## src/rtl/arb_pkg.sv

```systemverilog
// Shared constants for the fetch/data memory arbiter: FSM encoding, grant ids, op codes.
// Latency: n/a (constants only).
// Backpressure: n/a.
package arb_pkg;

    // FSM encoding, kept as plain 2-bit constants for compatibility with older blocks
    localparam logic [1:0] S_IDLE  = 2'd0;
    localparam logic [1:0] S_ISSUE = 2'd1;
    localparam logic [1:0] S_WAIT  = 2'd2;
    localparam logic [1:0] S_RESP  = 2'd3;

    // Grant identifiers; also the encoding of the last-grant register
    localparam logic GNT_I = 1'b0;
    localparam logic GNT_D = 1'b1;

    // Memory op code used for every instruction fetch
    localparam logic [2:0] OP_WORD = 3'b010;

endpackage

```

## src/rtl/mem_arb_pick.sv

```systemverilog
// Combinational winner selection between the fetch and data request ports.
// Latency: zero (pure combinational).
// Backpressure: none; the caller only samples the result while the FSM is idle.
//
// Ports: i_req/d_req requests, last_gnt previous winner, starve_sat fetch-starvation flag,
//        gnt_vld some request present, gnt winner (GNT_I / GNT_D).
// Build option: ARB_RR_EN selects strict alternation on contention instead of
//        data priority with a starvation guard.
module mem_arb_pick
    import arb_pkg::*;
(
    input  logic i_req,
    input  logic d_req,
    input  logic last_gnt,
    input  logic starve_sat,
    output logic gnt_vld,
    output logic gnt
);

    assign gnt_vld = i_req | d_req;

`ifdef ARB_RR_EN
    // Starvation is impossible under alternation, so the flag is ignored.
    logic unused_starve_sat;
    assign unused_starve_sat = starve_sat;

    always_comb begin
        gnt = GNT_I;
        if (i_req && d_req) begin
            gnt = ~last_gnt;
        end else if (d_req) begin
            gnt = GNT_D;
        end
    end
`else
    // Fixed data priority; history only matters through the starvation flag.
    logic unused_last_gnt;
    assign unused_last_gnt = last_gnt;

    always_comb begin
        gnt = GNT_I;
        if (i_req && starve_sat) begin
            gnt = GNT_I;
        end else if (d_req) begin
            gnt = GNT_D;
        end
    end
`endif

endmodule

```

## src/rtl/mem_arbiter.sv

```systemverilog
// Single-port memory arbiter sharing one memory between instruction fetch and data access.
// Latency: request sampled in IDLE (cycle 0), m_en cycle 1, ack cycle 3 at best; TIMEOUT+2 on no response.
// Backpressure: requesters hold req and fields stable until their ack; one access in flight at a time.
//
// Ports: clk, clr (sync active-low reset); i_req/i_addr -> i_ack/i_rdata fetch port;
//        d_req/d_we/d_op/d_addr/d_wdata -> d_ack/d_rdata data port; ack_err flags a timed-out access;
//        m_en/m_we/m_op/m_addr/m_wdata/m_rdata/m_valid memory side; busy = FSM not idle.
// Build option: ARB_RR_EN replaces data priority + starvation counter with strict alternation.
module mem_arbiter
    import arb_pkg::*;
#(
`ifndef ARB_RR_EN
    parameter int STARVE_MAX = 4,
`endif
    parameter int TIMEOUT    = 16
)(
    input  logic        clk,
    input  logic        clr,
    input  logic        i_req,
    input  logic [31:0] i_addr,
    output logic        i_ack,
    output logic [31:0] i_rdata,
    input  logic        d_req,
    input  logic        d_we,
    input  logic [2:0]  d_op,
    input  logic [31:0] d_addr,
    input  logic [31:0] d_wdata,
    output logic        d_ack,
    output logic [31:0] d_rdata,
    output logic        ack_err,
    output logic        m_en,
    output logic        m_we,
    output logic [2:0]  m_op,
    output logic [31:0] m_addr,
    output logic [31:0] m_wdata,
    input  logic [31:0] m_rdata,
    input  logic        m_valid,
    output logic        busy
);

    localparam logic [7:0] WAIT_LAST = 8'(TIMEOUT - 1);

    logic [1:0] state;
    logic       gnt_q;      // winner of the current access, and last grant once idle
    logic       we_q;
    logic       err_q;
    logic [7:0] wcnt;
    logic       pick_vld;
    logic       pick_gnt;
    logic       starve_sat;

    mem_arb_pick u_pick (
        .i_req      (i_req),
        .d_req      (d_req),
        .last_gnt   (gnt_q),
        .starve_sat (starve_sat),
        .gnt_vld    (pick_vld),
        .gnt        (pick_gnt)
    );

`ifdef ARB_RR_EN
    assign starve_sat = 1'b0;
`else
    localparam logic [3:0] STARVE_SAT = 4'(STARVE_MAX);

    logic [3:0] starve_cnt;

    // Counts data wins that bypassed a waiting fetch; any fetch grant restarts the count.
    always_ff @(posedge clk) begin
        if (!clr) begin
            starve_cnt <= '0;
        end else if (state == S_IDLE && pick_vld) begin
            if (pick_gnt == GNT_I) begin
                starve_cnt <= '0;
            end else if (i_req && starve_cnt != STARVE_SAT) begin
                starve_cnt <= starve_cnt + 4'd1;
            end
        end
    end

    assign starve_sat = (starve_cnt == STARVE_SAT);
`endif

    always_ff @(posedge clk) begin
        if (!clr) begin
            state   <= S_IDLE;
            gnt_q   <= GNT_I;
            we_q    <= 1'b0;
            err_q   <= 1'b0;
            wcnt    <= '0;
            m_op    <= '0;
            m_addr  <= '0;
            m_wdata <= '0;
            i_rdata <= '0;
            d_rdata <= '0;
        end else begin
            case (state)
                S_IDLE: begin
                    if (pick_vld) begin
                        gnt_q <= pick_gnt;
                        if (pick_gnt == GNT_D) begin
                            m_addr  <= d_addr;
                            m_op    <= d_op;
                            we_q    <= d_we;
                            m_wdata <= d_wdata;
                        end else begin
                            m_addr  <= i_addr;
                            m_op    <= OP_WORD;
                            we_q    <= 1'b0;
                        end
                        state <= S_ISSUE;
                    end
                end
                S_ISSUE: begin
                    wcnt  <= '0;
                    state <= S_WAIT;
                end
                S_WAIT: begin
                    // A response arriving in the last allowed cycle still counts as success.
                    if (m_valid) begin
                        err_q <= 1'b0;
                        state <= S_RESP;
                        if (gnt_q == GNT_I) begin
                            i_rdata <= m_rdata;
                        end else if (!we_q) begin
                            d_rdata <= m_rdata;
                        end
                    end else if (wcnt == WAIT_LAST) begin
                        err_q <= 1'b1;
                        state <= S_RESP;
                        if (gnt_q == GNT_I) begin
                            i_rdata <= '0;
                        end else if (!we_q) begin
                            d_rdata <= '0;
                        end
                    end else begin
                        wcnt <= wcnt + 8'd1;
                    end
                end
                S_RESP: begin
                    state <= S_IDLE;
                end
                default: begin
                    state <= S_IDLE;
                end
            endcase
        end
    end

    assign busy    = (state != S_IDLE);
    assign m_en    = (state == S_ISSUE);
    assign m_we    = m_en & we_q;
    assign i_ack   = (state == S_RESP) && (gnt_q == GNT_I);
    assign d_ack   = (state == S_RESP) && (gnt_q == GNT_D);
    assign ack_err = (state == S_RESP) && err_q;

endmodule

```

## config.mk

```make
export PLATFORM = sky130hd
export DESIGN_NAME = mem_arbiter
export DESIGN_NICKNAME = d
export VERILOG_FILES = /design/src/rtl/arb_pkg.sv /design/src/rtl/mem_arb_pick.sv /design/src/rtl/mem_arbiter.sv
export SDC_FILE = /design/constraint.sdc
export NUM_CORES = 1
export LEC_CHECK = 0
export CORE_MARGIN = 3
export CORE_UTILIZATION = 42
export CTS_BUF_LIST = sky130_fd_sc_hd__clkbuf_8
export CTS_CLUSTER_DIAMETER = 40
export DETAILED_ROUTE_END_ITERATION = 16
export MAX_ROUTING_LAYER = met4
export PLACE_DENSITY = 0.93
export RECOVER_POWER = 25
export SLEW_MARGIN = 20
export SYNTH_ARGS = -nofsm -noshare
export SYNTH_HDL_FRONTEND = slang
export SYNTH_SLANG_ARGS = --single-unit
```

## constraint.sdc

```tcl
create_clock -name clk -period 2.3 [get_ports clk]
set_clock_uncertainty 0.15 [all_clocks]
set_input_delay 0.345 -clock clk [delete_from_list [all_inputs] [get_ports clk]]
set_output_delay 0.345 -clock clk [all_outputs]
set_load 0.005 [all_outputs]
```

# Word level (Yosys, flattened, before mapping)
# Cells that the tools add are included.
# Widths: inputs -> output; s select.
dict set report totals {
  ff_bits 148
  in_bits 137
  out_inout_bits 137
  word_cells 72
}
dict set report classes {
  n_addsub 2
  eq_ne 11
  muxes 26
  bitwise_logic 4
  reduce_logical 18
}
# op n
set op_table {}
lappend op_table {{$mux 32} 11}
lappend op_table {{$mux 8} 2}
lappend op_table {{$pmux 8 s2} 1}
lappend op_table {{$reduce_and 3->1} 3}
lappend op_table {{$add 8x1->8 const B} 1}
lappend op_table {{$eq 8x4->1 const B} 1}
lappend op_table {{$mux 4} 2}
lappend op_table {{$pmux 2 s4} 1}
lappend op_table {{$reduce_and 2->1} 4}
lappend op_table {{$logic_and 1x1->1} 6}
lappend op_table {{$mux 2} 3}
lappend op_table {{$ne 2x2->1 const B} 3}
lappend op_table {{$reduce_bool 2->1} 3}
lappend op_table {{$mux 1} 5}
lappend op_table {{$add 4x1->4 const B} 1}
lappend op_table {{$eq 2x2->1 const B} 2}
lappend op_table {{$eq 4x3->1 const B} 1}
lappend op_table {{$ne 4x3->1 const B} 1}
lappend op_table {{$reduce_and 4->1} 1}
lappend op_table {{$mux 3} 1}
lappend op_table {{$ne 3x3->1 const B} 1}
lappend op_table {{$eq 2x1->1 const B} 1}
lappend op_table {{$logic_not 2->1} 1}
lappend op_table {{$ne 2x1->1 const B} 1}
lappend op_table {{other kinds (3)} 4}

# Logic depth before layout (Yosys ltp)
# Gate-level depths: netlist (run 1).
dict set report logic_depth {
  ltp_word 5
  ltp_mapped 8
  depth_no_buf 6
}

# By module
# A second synthesis (run 1) with hierarchy kept.
dict set report unflattened {
  cells_unflattened 572
  hier_area_um2 5675.4
}
# module instances cells_per_inst area_per_inst_um2 seq_area_each_um2
set by_module_without_submodules {}
lappend by_module_without_submodules {mem_arbiter 1 570 5661.7 2962.8}
lappend by_module_without_submodules {mem_arb_pick 1 2 13.8 0.0}

# Least setup slack after synthesis (run 1)
# OpenSTA, ideal clock, no wires.
dict set report synth_path {
  path_type {register to register}
  start {register wcnt[0]}
  end {register d_rdata[10]}
  setup_time_ns 0.117
  arrival_time_ns 1.534
  required_time_ns 2.033
  setup_slack_ns 0.499
  path_stages_with_launch 7
  n_path_buf 1
  period_less_slack_ns 1.801
  cell_sequence {dfxtp_1 -> ha_1 -> nand4b_1 -> o21bai_4 -> a41oi_4 -> buf_6 -> a32o_1}
}
dict set report synth_between {
  elab_chain_cells 3
}
# item line
set synth_lines {}
lappend synth_lines {{start: declaration} mem_arbiter.sv:47} ;# logic [7:0] wcnt;
lappend synth_lines {{start signal: assignment} mem_arbiter.sv:137} ;# wcnt <= wcnt + 8'd1;
lappend synth_lines {{$eq 8x4->1} mem_arbiter.sv:128} ;# end else if (wcnt == WAIT_LAST) begin
lappend synth_lines {{$reduce_bool 2->1 (no source line)} n/a}
lappend synth_lines {{$reduce_and 4->1 (no source line)} n/a}
lappend synth_lines {{end signal: assignment} mem_arbiter.sv:126} ;# d_rdata <= m_rdata;
lappend synth_lines {{end: declaration} mem_arbiter.sv:29} ;# output logic [31:0] d_rdata,
# No other way between the ends.
# A chain may end at the register's enable or synchronous reset.

# Worst setup path in the final report (run 1)
dict set report layout_path {
  start {register state[1]}
  end {output port m_we}
}
dict set report layout_between {
  elab_chain_cells 2
}
# item line
set layout_lines {}
lappend layout_lines {{start: declaration} mem_arbiter.sv:43} ;# logic [1:0] state;
lappend layout_lines {{start signal: assignment} mem_arbiter.sv:86} ;# state <= S_IDLE;
lappend layout_lines {{start signal: assignment} mem_arbiter.sv:111} ;# state <= S_ISSUE;
lappend layout_lines {{start signal: assignment} mem_arbiter.sv:116} ;# state <= S_WAIT;
lappend layout_lines {{$eq 2x1->1} mem_arbiter.sv:151} ;# assign m_en = (state == S_ISSUE);
lappend layout_lines {{$and 1x1->1} mem_arbiter.sv:152} ;# assign m_we = m_en & we_q;
lappend layout_lines {{end: declaration} mem_arbiter.sv:32} ;# output logic m_we,
# No other way between the ends.

==> results.txt, run 1 <==
Routed via count - 5753
Crit path kind - reg2out
Synth cell types - 40
Max FO, Critical Path - 4
Minimum clock period - 2.18 ns
Inst Count DP - 1011
Initial antenna violation count - 0
Critical Path Source Type - flop
Worst-Margin Slew - 0.741 ns
Leak pwr - 0.00343 uW
Hold-fix buffers, CTS - 0
Async SR Flop Fraction - 0%
Final WS setup - 0.116 ns
Ports - 274
Initial DRC Count - 393
Critical Path AT - 1.69 ns
Slew headroom - 50.1%
DRT antenna net count - 0
Routed wire length - 17400 um
PD cells - 902 nW/um^2
Mapped Area - 5610 sq um
Placement Setup Slack - 0.174 ns
GRT Total Usage - 23.7%
Cell taking the most area after synthesis - dfxtp_1
Drt drc - 0
Unrepaired setup endpoints after global routing - no
YS warnings - 0
CTS tree - yes
Reg2Reg Capture Point - m_wdata[9]
WP depth - 4
Post-DP HPWL - 12400 um
H-tree lvl count - 4
Number of global-route vias before repair - 5479
Post-synth top area share - 52.8%
Status - completed
Min-delay worst type - in2reg
CP required - 1.80 ns
Clock Tree Buf Depth - 2
Delay-heaviest family, CP - buffers and inverters
Cts repair resizes - 3
Number of flops mapped to enable cells by yosys - 0
Design Area, Final - 8950 sq um
Fillers - 986
Critical Path Sink - m_we
Sequential cell area fraction in the yosys report - 52.8%
Worst Path Buf+Inv - 2
Die Area - 14800 sq um
Die Wd - 122 um
Setup TNS - 0 ns
Fin crit share - 94.9%
First-pass GRT wire length - 27100 um
Gr ovfl total - 0
Synth Register Bits - 148
Worst-Skew Late Latency - 0.44 ns
Cell Area, Placed - 8530 sq um
Layout Nets - 1002
Synth-to-Final Area Change - 59.5%
Slowest-stage cell, CP - clkdlybuf4s50_1
Largest net degree at the start of global routing - 112
Fin. Hold Viols - 0
R2R Setup Slk - 0.20 ns
RR Startpoint - state[0]
Ant. Diodes - 0
Crit path largest cell delay - 0.52 ns
Post-CTS setup repair buffer count - 0
Mapped Avg Cell Area - 9.31 sq um
Core ar. - 12800 sq um
Worst hold margin - 0.129 ns
Count of pins over their slew limit - 0
CP endpoint kind - output pin
Max-cap violations - 0
Vias per inst - 5.52
CP Launch Point - state[1]
Worst-path clk slew - 0.08 ns
CTS sink count - 148
Share of cells above drive strength 1 - 6.89%
Final Non-Filler Cells - 1043
Die height - 122 um
Synth area leaders - dfxtp_1, a32o_1, nand2_1
Worst path cell trace - inv_1 > ha_1 > and2_1 > clkdlybuf4s50_1
Pre-Repair DR Iteration Count - 5
Buffers on Ports - 273
Cells after Synth - 603
Fmax - 0.458 GHz
GP Congestion - 0.820
Initial core utilization - 43.8%
Main synth FF type - dfxtp_1
FP Rows - 41
# setup viols final - 0
Total CTS buffers - 17
Worst IR Drop VDD - 0.617 mV
Cell depth of the worst flop-to-flop path - 7
WL/cell - 16.7 um
Syn Nets - 747
CTS root buf - clkbuf_8
-- layout by cell type, fill, tap and decap left out, types with 2 or more instances in the layout --
cell             count
nor4b_1              2
buf_12               5
nand2_1            114
dlygate4sd3_1       54
nor2_1               5
clkinv_2             3
and2_1               3
inv_1               10
a21oi_1             42
nor3_1               4
o22ai_1              2
inv_6                2
and4b_1              2
clkinvlp_4           2
buf_4                9
o31a_1               2
nand4b_1             3
a21boi_0             2
bufinv_16            4
nor2b_1              3
clkbuf_2             2
dfxtp_1            146
a31oi_1             33
clkdlybuf4s50_1    217
nand3_1             41
ha_1                 7
o211a_1              2
a32o_1              66
o21ai_0             39
dfxtp_2              2
clkbuf_8            18
-- metal layers --
| layer | vias up | share of wire (%) | track usage (%) |
|---|---|---|---|
| met1 | 2735 | 40 | 27.3 |
| met5 | - | 0 | - |
| met3 | 34 | 8.5 | 7.10 |
| met4 | 0 | 2.1 | 8.40 |
| li1 | 2726 | - | - |
| met2 | 258 | 50 | 39.1 |
-- sequential cells by signal, summed over array words and instances (netlist names) --
name        cells
i_rdata        32
we_q            1
err_q           1
wcnt            8
m_op            3
m_wdata        32
m_addr         32
starve_cnt      4
state           2
d_rdata        32
gnt_q           1
-- power by group --
part	switching, uW	internal, uW	total, uW	leakage, uW
clock	978	1200	2180	0.000222
sequential	223	2990	3210	0.00121
combinational	1350	1330	2680	0.00201
total	2550	5520	8070	0.00343
-- through the flow --
stage	util [%]	power, uW
after floorplan	-	4480
after global placement	66.5	5960
after detailed placement	66.5	6030
after CTS	69.9	8220
after global routing	69.8	8520
final	69.8	8070
-- worst min-delay path by stage --
stage / from / endpoint / slack [ns] / cells past startpoint
2_1_floorplan: m_op[0] / m_op[0] / 0.30 / 2
3_3_place_gp: m_op[2] / m_op[2] / 0.29 / 2
3_5_place_dp: m_wdata[6] / m_wdata[6] / 0.30 / 2
4_1_cts: clr / wcnt[4] / 0.10 / 3
5_1_grt: clr / wcnt[4] / 0.12 / 3
6_report: clr / wcnt[4] / 0.13 / 3
-- area by class of cell --
cell class	count	area (sq um)	share of cell area, %
clock inverter	14	184	2.05
multi-input combinational	392	2400	26.8
clock buffer	18	248	2.77
tap	172	215	2.40
timing repair buffer	290	2910	32.5
inverter	9	33.8	0.377
sequential	148	2970	33.1
-- Yosys cell counts (3+ instances only) --
cell,n
nor2b_1,3
nor2_1,7
a31oi_1,33
ha_1,7
a21oi_1,42
nand3_1,41
buf_6,3
clkbuf_1,42
dfxtp_1,148
buf_2,7
and2_1,5
o21ai_0,39
nand4b_1,3
a32o_1,66
inv_1,8
nand2_1,114
nor3_1,5
-- worst reg2reg max path, stage by stage (launching register included) --
cell      delay [ns]
dfxtp_2         0.36
inv_1           0.06
ha_1            0.24
clkbuf_2        0.28
nand3_1         0.18
clkbuf_1        0.44
nand2_1         0.12
a21oi_1         0.19
-- cells by family (layout without fill, tap and decap cells) --
family	after synthesis	after routing	share of synthesized area, %
mux	1	1	0.178
buf+inv	63	331	4.77
compound gates	194	194	25.4
simple gates	190	190	15.3
flops	148	148	52.8
fa+ha+maj	7	7	1.56
Note: power is estimated with default switching activity, not from simulation.
==> run 2, diff against run 1 <==
- ABC_CLOCK_PERIOD_IN_PS: default -> 2300
==> results of run 2 <==
Final layout, timing and power as in run 1 (identical DEF).
==> run 3, diff against run 2 <==
- CORE_UTILIZATION: 42 -> 40
- PLACE_DENSITY: 0.93 -> 0.89
- REMOVE_ABC_BUFFERS: default -> 1
==> results.txt, run 3 (synthesis gave the netlist of run 1 again) <==
Critical Path Source Type - flop
Critical Path Sink - m_we
Ports - 274
Inst Count DP - 1012
Worst-Margin Slew - 0.681 ns
Post-DP HPWL - 12700 um
Combinational share of power - 34.2%
Commonest non-fill, non-tap cell in the layout - clkdlybuf4s50_1
Internal power - 5290 uW
Placement Setup Slack - 0.142 ns
Routed wire length - 18200 um
Number of global-route vias before repair - 5483
Slowest-stage cell, CP - clkdlybuf4s50_1
Crit path kind - reg2out
Max-cap violations - 0
First-pass GRT wire length - 28800 um
GRT Total Usage - 23.6%
H-tree lvl count - 4
Synth-to-Final Area Change - 58.5%
Initial antenna violation count - 0
GP Congestion - 0.808
CTS root buf - clkbuf_8
Fmax - 0.457 GHz
Status - completed
Share of cells above drive strength 1 - 6.58%
Pre-Repair DR Iteration Count - 5
Worst-path clk slew - 0.08 ns
CP Launch Point - state[1]
Die height - 124 um
Hold-fix buffers, CTS - 0
# setup viols final - 0
Initial DRC Count - 418
Count of pins over their slew limit - 0
Sequential Power Share - 40.9%
Cell depth of the worst flop-to-flop path - 6
DRT antenna net count - 0
FP Rows - 42
CTS tree - yes
Hold path start - clr
Fin. Hold Viols - 0
Routed via count - 5736
Slew headroom - 54.1%
Worst hold margin - 0.268 ns
Clock Tree Buf Depth - 2
Min-delay worst type - in2reg
CP endpoint kind - output pin
Worst path cell trace - inv_1 > ha_1 > and2_1 > clkdlybuf4s50_1
Unrepaired setup endpoints after global routing - no
Die Area - 15500 sq um
WL/cell - 17.4 um
PD cells - 885 nW/um^2
Gr ovfl total - 0
Total CTS buffers - 17
Post-CTS setup repair buffer count - 0
Fin util - 65.9%
Fillers - 1055
Core ar. - 13500 sq um
CTS sink count - 148
R2R Setup Slk - 0.19 ns
Leak pwr - 0.00342 uW
Crit path largest cell delay - 0.50 ns
NetSw - 2580 uW
Ant. Diodes - 0
Largest net degree at the start of global routing - 112
Worst IR Drop VDD - 0.835 mV
Buffers on Ports - 273
Reg2Reg Capture Point - d_rdata[31]
RR Startpoint - wcnt[0]
Max FO, Critical Path - 4
Cts repair resizes - 2
Initial core utilization - 41.6%
Final Non-Filler Cells - 1042
Final WS setup - 0.111 ns
Critical Path AT - 1.69 ns
Setup TNS - 0 ns
Layout Nets - 999
CP required - 1.80 ns
Minimum clock period - 2.19 ns
Sw frac - 32.8%
Die Wd - 124 um
Fin crit share - 95.2%
Drt drc - 0
Clk pwr share - 24.9%
Vias per inst - 5.50
Most frequent cells in the layout - clkdlybuf4s50_1, dfxtp_1, nand2_1
Worst-Skew Late Latency - 0.44 ns
[run 3: metal layers]
metal  GRT usage, %  vias to the layer above  wire length, um
met5              -                        -                0
met4           6.96                        0              344
met3           8.79                       30             1740
met2           39.4                      304             9000
met1           26.5                     2679             7080
li1               -                     2723                -
[run 3: through the flow]
stage / total power (uW) / area (sq um)
after floorplan: 4360 / 5380
after global placement: 5970 / 8510
after detailed placement: 6040 / 8510
after CTS: 8010 / 8900
after global routing: 8320 / 8890
final: 7870 / 8890
[run 3: critical path: cells and delay by family (launching register included)]
kind,cells,cell delay [ns]
buffers and inverters,2,0.57
and+or+nand+nor,1,0.16
DFF,1,0.34
adders and majority gates,1,0.19
[run 3: worst min path at each step]
stage	to	slack, ns	cells past startpoint
2_1_floorplan	m_op[0]	0.30	2
3_3_place_gp	m_op[2]	0.29	2
3_5_place_dp	m_wdata[4]	0.30	2
4_1_cts	wcnt[6]	0.24	4
5_1_grt	wcnt[6]	0.25	4
6_report	wcnt[6]	0.27	4
[run 3: layout make-up]
class | count | area (sq um) | share of cell area (%)
Clock inverter | 12 | 134 | 1.51
Timing Repair Buffer | 287 | 2890 | 32.5
Inverter | 9 | 33.8 | 0.380
Clock buffer | 18 | 248 | 2.79
Multi-Input combinational cell | 392 | 2400 | 27.0
Tap cell | 176 | 220 | 2.48
Sequential cell | 148 | 2970 | 33.3
[run 3: power by group through the flow]
stage	Combinational, uW	Sequential (uW)	Clock, uW
after floorplan	1080	3280	0
after global placement	2710	3260	0
after detailed placement	2760	3280	0
after CTS	2780	3230	2010
after global routing	2930	3270	2120
final	2690	3220	1960
